### src/rtl/dpram_copy_engine.sv
// Block copy / fill master for a true dual-port RAM: port A reads, port B writes,
// one word per clock. Copies run in the direction that makes overlapping moves memmove-safe.
module dpram_copy_engine #(
    parameter int unsigned DW = 16,
    parameter int unsigned AW = 8
) (
    input  logic          clk,
    input  logic          rst,
    input  logic          start,
    input  logic          op,
    input  logic [AW-1:0] src,
    input  logic [AW-1:0] dst,
    input  logic [AW:0]   len,
    input  logic [DW-1:0] pattern,
    output logic          busy,
    output logic          done,
    output logic [AW-1:0] addr_a,
    output logic [DW-1:0] data_a,
    output logic          we_a,
    input  logic [DW-1:0] q_a,
    output logic [AW-1:0] addr_b,
    output logic [DW-1:0] data_b,
    output logic          we_b
);

    localparam logic [AW-1:0] AddrOne = {{(AW-1){1'b0}}, 1'b1};
    localparam logic [AW:0]   CntOne  = {{AW{1'b0}}, 1'b1};

    typedef enum logic [1:0] {StIdle, StRun, StDrain, StDone} state_e;

    state_e        state_q, state_d;
    logic          op_q, op_d;
    logic          desc_q, desc_d;
    logic [DW-1:0] pat_q, pat_d;
    logic [AW:0]   cnt_q, cnt_d;
    logic [AW-1:0] wr_ptr_q, wr_ptr_d;
    logic [AW-1:0] addr_a_q, addr_a_d;
    logic [AW-1:0] addr_b_q, addr_b_d;
    logic          we_b_q, we_b_d;
    logic          busy_q, busy_d;
    logic          done_q, done_d;

    logic [AW-1:0] step;
    logic [AW-1:0] len_m1;
    logic          go_desc;

    assign step    = desc_q ? {AW{1'b1}} : AddrOne;
    assign len_m1  = len[AW-1:0] - AddrOne;
    assign go_desc = dst > src;

    always_ff @(posedge clk) begin
        if (rst) begin
            state_q  <= StIdle;
            op_q     <= 1'b0;
            desc_q   <= 1'b0;
            pat_q    <= '0;
            cnt_q    <= '0;
            wr_ptr_q <= '0;
            addr_a_q <= '0;
            addr_b_q <= '0;
            we_b_q   <= 1'b0;
            busy_q   <= 1'b0;
            done_q   <= 1'b0;
        end else begin
            state_q  <= state_d;
            op_q     <= op_d;
            desc_q   <= desc_d;
            pat_q    <= pat_d;
            cnt_q    <= cnt_d;
            wr_ptr_q <= wr_ptr_d;
            addr_a_q <= addr_a_d;
            addr_b_q <= addr_b_d;
            we_b_q   <= we_b_d;
            busy_q   <= busy_d;
            done_q   <= done_d;
        end
    end

    always_comb begin
        state_d  = state_q;
        op_d     = op_q;
        desc_d   = desc_q;
        pat_d    = pat_q;
        cnt_d    = cnt_q;
        wr_ptr_d = wr_ptr_q;
        addr_a_d = addr_a_q;
        addr_b_d = addr_b_q;
        we_b_d   = we_b_q;
        busy_d   = busy_q;
        done_d   = 1'b0;

        unique case (state_q)
            StIdle: begin
                if (start) begin
                    op_d   = op;
                    pat_d  = pattern;
                    cnt_d  = len;
                    busy_d = 1'b1;
                    if (len == '0) begin
                        // Empty command: pass through the drain slot so done lands one edge later.
                        state_d = StDrain;
                    end else if (op) begin
                        state_d  = StRun;
                        we_b_d   = 1'b1;
                        addr_b_d = dst;
                    end else begin
                        state_d  = StRun;
                        desc_d   = go_desc;
                        addr_a_d = go_desc ? src + len_m1 : src;
                        wr_ptr_d = go_desc ? dst + len_m1 : dst;
                    end
                end
            end
            StRun: begin
                if (op_q) begin
                    if (cnt_q == CntOne) begin
                        state_d = StDone;
                        we_b_d  = 1'b0;
                        busy_d  = 1'b0;
                        done_d  = 1'b1;
                    end else begin
                        addr_b_d = addr_b_q + AddrOne;
                        cnt_d    = cnt_q - CntOne;
                    end
                end else begin
                    // Write the word whose read was issued last cycle; q_a is valid now.
                    we_b_d   = 1'b1;
                    addr_b_d = wr_ptr_q;
                    wr_ptr_d = wr_ptr_q + step;
                    cnt_d    = cnt_q - CntOne;
                    if (cnt_q == CntOne) begin
                        state_d = StDrain;
                    end else begin
                        addr_a_d = addr_a_q + step;
                    end
                end
            end
            StDrain: begin
                state_d = StDone;
                we_b_d  = 1'b0;
                busy_d  = 1'b0;
                done_d  = 1'b1;
            end
            StDone: begin
                state_d = StIdle;
            end
            default: begin
                state_d = StIdle;
            end
        endcase
    end

    assign busy   = busy_q;
    assign done   = done_q;
    assign addr_a = addr_a_q;
    assign data_a = '0;
    assign we_a   = 1'b0;
    assign addr_b = addr_b_q;
    assign we_b   = we_b_q;
    assign data_b = op_q ? pat_q : q_a;

endmodule

### config.mk
export PLATFORM = sky130hd
export DESIGN_NAME = dpram_copy_engine
export DESIGN_NICKNAME = d
export VERILOG_FILES = /design/src/rtl/dpram_copy_engine.sv
export SDC_FILE = /design/constraint.sdc
export NUM_CORES = 1
export LEC_CHECK = 0
export CELL_PAD_IN_SITES_DETAIL_PLACEMENT = 0
export CELL_PAD_IN_SITES_GLOBAL_PLACEMENT = 1
export CORE_UTILIZATION = 35
export CTS_BUF_LIST = sky130_fd_sc_hd__clkbuf_4 sky130_fd_sc_hd__clkbuf_8
export CTS_CLUSTER_DIAMETER = 50
export DETAILED_ROUTE_END_ITERATION = 10
export PLACE_DENSITY_LB_ADDON = 0.1
export SLEW_MARGIN = 20
export SYNTH_ARGS = -nofsm -noshare
export SYNTH_HDL_FRONTEND = slang
export SYNTH_SLANG_ARGS = --single-unit
### constraint.sdc
create_clock -name clk -period 3.4 [get_ports clk]
set_input_delay 0.34 -clock clk [delete_from_list [all_inputs] [get_ports clk]]
set_output_delay 0.34 -clock clk [all_outputs]
set_load 0.03 [all_outputs]
==> results.cfg <==
[run_status]
status = completed

[logic_synthesis]
yosysWarnings = 0
yosys_register_bits = 56
ys.flop_type = dfxtp_1
syn-mean-instance-area_sq_um = 8.04
syn-instance-count = 573
synth_edf_count = 0
synth_seq_area_share_pct = 24.3
syn-cell-area_sq_um = 4610
synth_cell_types = 64
async_reset_ff_share_pct = 0

[grt]
grt_pass1_vias = 4213
gr-total-overflow = 0
grt_max_degree = 40
grt_usage_pct = 20.5
grt_pass1_wl_microns = 21600
antenna_found_initial = 0

[drt]
dr.pass1.iters = 4
ant_nets = 0
top_layer = met4
vias = 4431
drt-total-wl_microns = 13500
wl_met1_microns = 6510
viasPerCell = 5.24
drt_iter0_drc = 177
drc = 0
wire_per_inst_microns = 16.0
wl_met3_microns = 531
wl_met2_microns = 6400

[setup_path]
critPathRequiredTime_ns = 3.61
r2r_start = state_q[1]$_SDFFE_PP0P_
setup.worst_path.end_class = register
critPathKind = primary input to register
cp_max_fo = 6
cp.arrival_ns = 3.32
startpoint_type = primary input
cp-startpoint = len[0]

[worst_hold_path]
hold_class = primary input to register
hold_path.startpoint = rst

[die]
die_area_sq_um = 13600
die_x_microns = 117
dieHeight_microns = 117
num_io_pins = 113
core_area_sq_um = 12700
start_util_pct = 36.2
row_count = 41

[timing]
post-route-period-util_pct = 91.4
fmaxAchievable_ghz = 0.322
hold_violations = 0
setup_violations = 0
hold_ws_ns = 0.383
min_period_ns = 3.11
rsz0062_at_grt = false
timing.setup.tns_ns = 0
fin_skew_ns = 0.00713
maxSlewViolCount = 0
setup_slack_ns = 0.294
relSlewSlack_pct = 32.8
worstMarginPinSlew_ns = 1.00

[finish]
final_common_cell = clkdlybuf4s50_1
fill_cells = 1332
drive_gt1_share_pct = 8.77
fin_util_pct = 46.1
final_area_sq_um = 5870
final_cell_mix = clkdlybuf4s50_1, nand2_1, a21oi_1, dfxtp_1, nor2_1
antenna_cells = 0
area_delta_synth_final_pct = 27.3
finalNonFillerCells = 845
fin_nets = 782

[power_and_ir_drop]
intPower_mw = 1.93
p_leak_nw = 2.44
ir_worst_vdd_v = 0.000311
power_switching_mw = 1.68
combPwrFrac_pct = 58.5
p_clk_share_pct = 11.1
finalPower_mw = 3.61
p_seq_share_pct = 30.4
power_density_nw_per_um2 = 615
swShare_pct = 46.5

[clock_network]
cts_tree = yes
cts_resized = 0
clk_pin_slew_ns = 0.11
cts-root-buf = clkbuf_8
cts.htree.levels = 2
ctsHoldBuffers = 0
cts_buffers = 5
post_cts_buffers = 0
worstSkewPairLatency_ns = 0.32
clockBufferDepth = 2
clock_sinks = 56

[place]
io_buffers = 95
place_ws_ns = -0.0583
dp_hpwl_microns = 10600
routabilityCongestion = 0.827
dp.cells = 837
place_area_sq_um = 5770

[run]
maxCapViolations = 0
==> synth_stat cells (all sizes together), types with 4 or more instances <==
cell / count / area, sq um
mux2i: 13 / 130
o22ai: 5 / 37.5
and2: 4 / 25.0
nand2b: 4 / 25.0
a32o: 4 / 40.0
buf: 28 / 179
o211ai: 5 / 42.5
nand2: 68 / 255
nor4: 5 / 58.8
clkbuf: 11 / 41.3
nor2: 48 / 180
xnor2: 18 / 165
dfxtp: 56 / 1120
o21ai: 28 / 144
inv: 31 / 116
a21o: 10 / 75.1
mux2: 18 / 203
xor2: 16 / 148
and3: 5 / 31.3
a21oi: 61 / 305
ha: 45 / 563
fa: 4 / 80.1
nand3: 11 / 55.1
o21bai: 5 / 37.5
a211oi: 21 / 158
nor3: 6 / 30.0
==> layer usage <==
metal,up-vias,global-route usage (%)
met4,0,3.80
met5,-,0
met3,12,2.49
met2,94,35.1
li1,2212,-
met1,2113,27.8
==> worst max-delay path, cell delays in order <==
cell             delay (ns)
clkdlybuf4s50_1        0.56
inv_1                  0.13
ha_1                   0.31
xor2_1                 0.24
ha_1                   0.33
a211oi_1               0.39
o21bai_1               0.14
a21oi_1                0.19
xor2_1                 0.22
nor2_1                 0.06
o21ai_0                0.29
a21oi_1                0.10
==> sequential cells by signal (all words and copies together) (netlist names) <==
signal and flops:
wr_ptr_q 8, desc_q 1, busy 1, pat_q 16, addr_b 8, we_b 1
addr_a 8, op_q 1, done 1, cnt_q 9, state_q 2
==> power groups by stage <==
| stage | Clock, mW | Sequential [mW] | Combinational (mW) |
|---|---|---|---|
| after floorplan | 0 | 1.21 | 1.29 |
| after global placement | 0 | 1.11 | 2.08 |
| after detailed placement | 0 | 1.11 | 2.10 |
| after CTS | 0.416 | 1.10 | 2.11 |
| after global routing | 0.445 | 1.13 | 2.32 |
| final | 0.402 | 1.10 | 2.11 |
==> layout make-up <==
type | count | area, sq um | share of cell area [%]
clock buffer | 6 | 82.6 | 1.41
clock inverter | 2 | 13.8 | 0.235
inverter | 31 | 116 | 1.98
multi-input combinational | 463 | 3210 | 54.7
sequential | 56 | 1120 | 19.1
tap | 172 | 215 | 3.67
timing repair buffer | 115 | 1110 | 18.9
==> worst paths after layout <==
kind / end / slack (ns) / cells after the start
setup reg to reg: addr_b[3]$_SDFFE_PP0P_ / 0.57 / 9
hold reg to reg: pat_q[3]$_SDFFE_PP0P_ / 0.46 / 2
hold / removal: wr_ptr_q[0]$_SDFFE_PP0P_ / 0.38 / 2
setup / recovery: addr_a[6]$_SDFFE_PP0P_ / 0.29 / 12
==> logic make-up after synthesis <==
kind of cell / Yosys count / synth area share, %
other: 1 / 0.0814
buffers and inverters: 70 / 7.31
muxes: 31 / 7.22
adders and majority gates: 49 / 14.0
xor gates and xnor gates: 34 / 6.79
DFF: 56 / 24.3
AOI/OAI and AO/OA: 168 / 23.9
and+or+nand+nor: 164 / 16.4
No activity file was read; power rests on OpenSTA's default activity.
